[config.mk]
export PLATFORM = sky130hd
export DESIGN_NAME = matrix_stream_rx
export DESIGN_NICKNAME = d
export VERILOG_FILES = /design/src/rtl/matrix_stream_rx.sv
export SDC_FILE = /design/constraint.sdc
export NUM_CORES = 2
export LEC_CHECK = 0
export CAP_MARGIN = 15
export CORE_MARGIN = 4
export CORE_UTILIZATION = 55
export DETAILED_ROUTE_END_ITERATION = 8
export PLACE_DENSITY = 0.71
export SKIP_CTS_REPAIR_TIMING = 1
export SLEW_MARGIN = 20
export SYNTH_ARGS = -nofsm -noshare
export SYNTH_HDL_FRONTEND = slang
export SYNTH_SLANG_ARGS = --single-unit
export TNS_END_PERCENT = 5
[constraint.sdc]
create_clock -name clk -period 51.4 [get_ports clk]
set_clock_uncertainty 0.15 [all_clocks]
set_input_delay 12.85 -clock clk [delete_from_list [all_inputs] [get_ports clk]]
set_output_delay 12.85 -clock clk [all_outputs]
set_load 0.05 [all_outputs]
[src/rtl/matrix_stream_rx.sv]
// Receive-side decoder for the 16x16 LED matrix serial link: shift/storage emulation,
// row decode, 4-phase density accumulation and a readable committed frame.
// Optional statistics outputs (frame_cnt, err_cnt, lock) are built with MATRIX_STREAM_RX_STATS_EN.
module matrix_stream_rx #(
  parameter int SYNC_STAGES = 2,
  parameter int PHASES      = 4
) (
  input  logic       clk,
  input  logic       rst,
  input  logic       serial_clk,
  input  logic       serial_data,
  input  logic       rclk,
  input  logic       clear,
  input  logic [3:0] rd_row,
  input  logic [3:0] rd_col,
  output logic [1:0] rd_pix,
  output logic       row_valid,
  output logic [3:0] cur_row,
  output logic [1:0] cur_phase,
  output logic       frame_done,
  output logic       onehot_err,
  output logic       sync_err,
`ifdef MATRIX_STREAM_RX_STATS_EN
  output logic [15:0] frame_cnt,
  output logic [15:0] err_cnt,
  output logic        lock,
`endif
  output logic       len_err
);

  localparam logic [1:0] LAST_PHASE = 2'(PHASES - 1);

  // Returns {exactly_one_bit_set, index_of_highest_set_bit}.
  function automatic logic [4:0] onehot_decode(input logic [15:0] v);
    logic [4:0] n;
    logic [3:0] idx;
    n   = 5'd0;
    idx = 4'd0;
    for (int k = 0; k < 16; k++) begin
      if (v[k]) begin
        n   = n + 5'd1;
        idx = 4'(k);
      end
    end
    return {(n == 5'd1), idx};
  endfunction

  function automatic logic [1:0] sat_add(input logic [1:0] a, input logic b);
    return (a == 2'd3) ? 2'd3 : a + {1'b0, b};
  endfunction

  logic [SYNC_STAGES-1:0] sck_sync_r, sdat_sync_r, rclk_sync_r, clr_sync_r;
  logic                   sck_hist_r, rclk_hist_r;
  logic                   sck_rise_s, rclk_rise_s, data_s, clr_n_s;

  logic [31:0] sr_r, store_r;
  logic [5:0]  shift_cnt_r;
  logic        latch_pend_r, len_err_r;

  logic [5:0]  lc_r;
  logic [1:0]  acc_r   [16][16];
  logic [1:0]  frame_r [16][16];
  logic [1:0]  sum_s   [16];
  logic [4:0]  dec_s;
  logic        dec_valid_s;
  logic [3:0]  dec_row_s;
  logic [15:0] lit_s;

  logic       row_valid_r, frame_done_r, onehot_err_r, sync_err_r;
  logic [3:0] cur_row_r;
  logic [1:0] cur_phase_r;

  // Synchronizer chains plus one history flop for rise detection on the clock-like lines.
  always_ff @(posedge clk or posedge rst) begin
    if (rst) begin
      sck_sync_r  <= '0;
      sdat_sync_r <= '0;
      rclk_sync_r <= '0;
      clr_sync_r  <= '0;
      sck_hist_r  <= 1'b0;
      rclk_hist_r <= 1'b0;
    end else begin
      sck_sync_r  <= {sck_sync_r[SYNC_STAGES-2:0], serial_clk};
      sdat_sync_r <= {sdat_sync_r[SYNC_STAGES-2:0], serial_data};
      rclk_sync_r <= {rclk_sync_r[SYNC_STAGES-2:0], rclk};
      clr_sync_r  <= {clr_sync_r[SYNC_STAGES-2:0], clear};
      sck_hist_r  <= sck_sync_r[SYNC_STAGES-1];
      rclk_hist_r <= rclk_sync_r[SYNC_STAGES-1];
    end
  end

  assign sck_rise_s  = sck_sync_r[SYNC_STAGES-1] & ~sck_hist_r;
  assign rclk_rise_s = rclk_sync_r[SYNC_STAGES-1] & ~rclk_hist_r;
  assign data_s      = sdat_sync_r[SYNC_STAGES-1];
  assign clr_n_s     = clr_sync_r[SYNC_STAGES-1];

  // Shift register, shift counter and storage latch; the latch sees sr before a same-clk shift.
  always_ff @(posedge clk or posedge rst) begin
    if (rst) begin
      sr_r         <= 32'd0;
      store_r      <= 32'd0;
      shift_cnt_r  <= 6'd0;
      latch_pend_r <= 1'b0;
      len_err_r    <= 1'b0;
    end else begin
      if (rclk_rise_s) begin
        store_r      <= sr_r;
        len_err_r    <= (shift_cnt_r != 6'd32);
        latch_pend_r <= 1'b1;
      end else begin
        len_err_r    <= 1'b0;
        latch_pend_r <= 1'b0;
      end
      if (!clr_n_s) begin
        sr_r        <= 32'd0;
        shift_cnt_r <= 6'd0;
      end else if (sck_rise_s) begin
        sr_r        <= {data_s, sr_r[31:1]};
        shift_cnt_r <= rclk_rise_s ? 6'd1 :
                       (shift_cnt_r == 6'd63) ? 6'd63 : shift_cnt_r + 6'd1;
      end else if (rclk_rise_s) begin
        shift_cnt_r <= 6'd0;
      end else begin
        shift_cnt_r <= shift_cnt_r;
      end
    end
  end

  // Decode of the latched word and per-column saturating sums for the addressed row.
  always_comb begin
    dec_s       = onehot_decode(store_r[15:0]);
    dec_valid_s = dec_s[4];
    dec_row_s   = dec_s[3:0];
    lit_s       = ~store_r[31:16];
    for (int c = 0; c < 16; c++) begin
      sum_s[c] = sat_add(acc_r[dec_row_s][c], lit_s[c]);
    end
  end

  // Row processing the clk after a latch: status pulses, latch counter, accumulate and commit.
  always_ff @(posedge clk or posedge rst) begin
    if (rst) begin
      lc_r         <= 6'd0;
      row_valid_r  <= 1'b0;
      frame_done_r <= 1'b0;
      onehot_err_r <= 1'b0;
      sync_err_r   <= 1'b0;
      cur_row_r    <= 4'd0;
      cur_phase_r  <= 2'd0;
      for (int r = 0; r < 16; r++) begin
        for (int c = 0; c < 16; c++) begin
          acc_r[r][c]   <= 2'd0;
          frame_r[r][c] <= 2'd0;
        end
      end
    end else begin
      row_valid_r  <= 1'b0;
      frame_done_r <= 1'b0;
      onehot_err_r <= 1'b0;
      sync_err_r   <= 1'b0;
      if (latch_pend_r) begin
        if (!dec_valid_s) begin
          onehot_err_r <= 1'b1;
        end else begin
          row_valid_r  <= 1'b1;
          cur_row_r    <= dec_row_s;
          cur_phase_r  <= lc_r[5:4];
          sync_err_r   <= (dec_row_s != lc_r[3:0]);
          frame_done_r <= (lc_r[5:4] == LAST_PHASE) && (dec_row_s == 4'd15);
          // A row mismatch resynchronizes the row count but keeps the phase.
          lc_r         <= {lc_r[5:4], dec_row_s} + 6'd1;
          for (int c = 0; c < 16; c++) begin
            if (lc_r[5:4] == 2'd0) begin
              acc_r[dec_row_s][c] <= {1'b0, lit_s[c]};
            end else if (lc_r[5:4] == LAST_PHASE) begin
              frame_r[dec_row_s][c] <= sum_s[c];
            end else begin
              acc_r[dec_row_s][c] <= sum_s[c];
            end
          end
        end
      end
    end
  end

  assign rd_pix     = frame_r[rd_row][rd_col];
  assign row_valid  = row_valid_r;
  assign cur_row    = cur_row_r;
  assign cur_phase  = cur_phase_r;
  assign frame_done = frame_done_r;
  assign onehot_err = onehot_err_r;
  assign sync_err   = sync_err_r;
  assign len_err    = len_err_r;

`ifdef MATRIX_STREAM_RX_STATS_EN
  logic [15:0] frame_cnt_r, err_cnt_r;
  logic [5:0]  run_r;
  logic        lock_r, taint_r, err_any_s;

  assign err_any_s = onehot_err_r | sync_err_r | len_err_r;

  // Frame/error counters and lock; a length error taints the decode that follows it.
  always_ff @(posedge clk or posedge rst) begin
    if (rst) begin
      frame_cnt_r <= 16'd0;
      err_cnt_r   <= 16'd0;
      run_r       <= 6'd0;
      lock_r      <= 1'b0;
      taint_r     <= 1'b0;
    end else begin
      if (frame_done_r) begin
        frame_cnt_r <= frame_cnt_r + 16'd1;
      end
      if (err_any_s) begin
        err_cnt_r <= err_cnt_r + 16'd1;
        run_r     <= 6'd0;
        lock_r    <= 1'b0;
        taint_r   <= len_err_r;
      end else if (row_valid_r) begin
        if (taint_r) begin
          taint_r <= 1'b0;
        end else if (run_r == 6'd63) begin
          lock_r <= 1'b1;
        end else begin
          run_r <= run_r + 6'd1;
        end
      end
    end
  end

  assign frame_cnt = frame_cnt_r;
  assign err_cnt   = err_cnt_r;
  assign lock      = lock_r;
`endif

endmodule

==> reports/metrics.cfg <==
[run_status]
status=completed

[routing]
vias_per_cell=6.53
wl_per_cell_um=25.3
first_pass_iters=7
via_count=39415
drt_iter0_drc=4050
drc=0
drt.antenna.violating_nets=0
wl_um=153000

[place]
post-place-ws_ns=20.89
routabilityCongestion=0.867
dp_cells=5834
place_area_um2=55500
dp_hpwl_um=91900
place.port_buffers=26

[clock_tree]
insertion_delay_ns=0.72
ctsRootBufferMaster=clkbuf_16
cts_buffers=113
htreeDepth=3
clockBufferDepth=3
cts_sinks=1122
clkSlewWorstSetupHoldPaths_ns=0.05
cts_tree=yes

[power_and_ir_drop]
p_per_area_nw_per_um2=29.9
seq_power_share_pct=49.8
p_int_mw=1.39
p_clk_share_pct=48.2
power.total_mw=1.78
switching_share_pct=21.7
comb_power_share_pct=2.1
switchingPower_mw=0.386
ir_worst_vdd_mv=0.0333
leakage_nw=26.9

[setup_path]
crit_type=input pin to output pin
critPathArrivalTime_ns=17.46
worstRegToRegCells=48
reg2reg_to=frame_r[79]
startpoint_type=input pin
r2r-start=store_r[1]
setup.worst_path.start=rd_row[0]
crit_path_end_kind=output pin
r2r_setup_slack_ns=39.28
crit_fanout=83
worst_ep_required_time_ns=38.40

[floorplan]
chipHeight_um=322
num_io_pins=27
core_um2=97300
die-area_um2=104000
die_w_um=322
initial_core_util_pct=55.7
std_cell_rows=114

[global_route]
grt_max_degree=166
antenna_found_initial=2
grt-ovfl-total=0
grt_pass1_wl_um=238000
grt_pass1_vias=39291
track_usage_pct=29.7

[final_layout]
fillCellCount=7710
regArea_um2=28100
utilization_pct=61.1
fin_area_um2=59400
drive_gt1_share_pct=21.4
multi_input_area_um2=24300
finalNetCount=4725
layoutNonFillerInstCount=6037
area_growth_pct=9.59
insertedDiodeCount=0

[min_path]
hold_class=register to register
hold_depth=0
hold_path_end=sck_sync_r[1]
min_from=sck_sync_r[0]

[synth]
synth-main-ff-cell=dfrtp_1
ys_seq_area_share_pct=51.8
synth_cells=4845
synth_edf_count=0
synth.avg_cell_area_um2=11.2
synth_cell_type_count=96
yosys_register_bits=1122
synthArstFlopShare_pct=100
yosys_warnings=0
synth_nets=4896
syn-cell-area_um2=54200

[timing]
min_period_ns=30.46
postLayoutSetupSlackWorst_ns=20.94
grt_setup_unrepaired=no
clock.fmax_mhz=32.8
final_max_slew_viol_count=0
hold_violations=0
whs_ns=0.197
setup-violations-final=0
relSlewSlack_pct=15.1
tightest_slew_ns=1.26
tns_ns=0
finalCritPeriodShare_pct=59.3

[job]
cap_violations=0

[synthesized netlist by cell type, types with 10 or more instances]
cell type	n	area share, %
and2_1	15	0.17
nor4_1	10	0.12
ha_1	37	0.85
o31ai_1	29	0.40
a221o_1	12	0.22
mux2i_1	34	0.63
nor2_1	77	0.53
a32o_1	59	1.1
xnor2_1	33	0.53
nand4_1	36	0.42
dfrtp_1	1122	52
mux4_2	170	7.1
o21ai_1	17	0.16
a22oi_1	15	0.21
nand3b_1	10	0.14
inv_1	68	0.47
nand2_1	795	5.5
a311oi_1	23	0.37
o211ai_1	51	0.71
o21a_1	11	0.15
clkbuf_1	315	2.2
mux2_2	432	9.0
o21ai_0	561	5.2
a21oi_1	152	1.4
a21o_1	25	0.35
o22ai_1	34	0.39
nand3_1	127	1.2
buf_1	29	0.20
a211oi_1	66	0.91
and3_1	53	0.61
xor2_1	13	0.21
mux2_1	95	2.0
buf_2	71	0.66
a31oi_1	38	0.44
nand2b_1	20	0.23
buf_4	16	0.22
nor3_1	16	0.15
[per-layer routing]
metal	wire, um	up-vias	GRT usage, %
met5	16	-	0
met3	13600	411	6.31
li1	-	17180	-
met2	69300	1748	45.7
met4	6060	2	11.1
met1	63700	20074	42.0
[state kept, by name, indices dropped and copies added, names as in the netlist, 4 cells and up]
name and cells:
lc_r 6, store_r 32, sr_r 32, cur_row 4, acc_r 512, shift_cnt_r 6
frame_r 512
[cell usage in the layout, fill, tap and decap left out, types with 36 or more instances in the layout]
master / instances
dfrtp_1: 1121
nand2_1: 793
o21ai_0: 560
mux2_2: 432
mux4_2: 170
a21oi_1: 143
nand3_1: 125
buf_4: 122
clkbuf_16: 114
mux2_1: 95
nor2_1: 70
a211oi_1: 66
inv_1: 64
a32o_1: 59
o211ai_1: 51
and3_1: 49
ha_1: 37
nand4_1: 36
[power by group through the flow]
stage	Combinational, mW	Sequential, mW	Clock (mW)
after global placement	0.0373	0.901	0
after detailed placement	0.0378	0.901	0
final	0.0367	0.885	0.857
after floorplan	0.0264	0.903	0
after global routing	0.0415	0.884	0.901
after CTS	0.0379	0.885	0.865
[cell type report]
| cell class | count | area share, % |
|---|---|---|
| multi-input cells | 3217 | 41.0 |
| flip-flops and latches | 1122 | 47.3 |
| clock inverters | 34 | 0.847 |
| well taps | 1276 | 2.69 |
| repair buffers | 151 | 2.06 |
| clock buffers | 168 | 5.70 |
| inverters | 69 | 0.451 |
[worst max-delay path, stage by stage]
cell and delay (ns):
clkbuf_8 0.69, buf_4 0.82, mux4_2 0.61, mux4_2 0.54
mux4_2 0.53, mux4_2 0.54, clkdlybuf4s50_1 0.73
[worst max-delay path by stage]
| stage | slack [ns] | cells after the start | endpoint |
|---|---|---|---|
| floorplan | 6.80 | 1 | acc_r[0] |
| global placement | 20.98 | 7 | rd_pix[1] |
| detailed placement | 20.89 | 7 | rd_pix[1] |
| CTS | 20.88 | 7 | rd_pix[1] |
| global route | 20.67 | 7 | rd_pix[1] |
| finish | 20.94 | 7 | rd_pix[1] |
[kinds of logic after synthesis]
logic type | Yosys count | synth area share (%)
adder cells (fa/ha/maj) | 37 | 0.854
XOR/XNOR | 56 | 1.15
AND/OR/NAND/NOR | 1219 | 9.97
multiplexers | 732 | 18.7
flip-flops | 1122 | 51.8
buffers and inverters | 506 | 3.86
AO/OA/AOI/OAI | 1173 | 13.7
No activity file was read; power rests on OpenSTA's default activity.
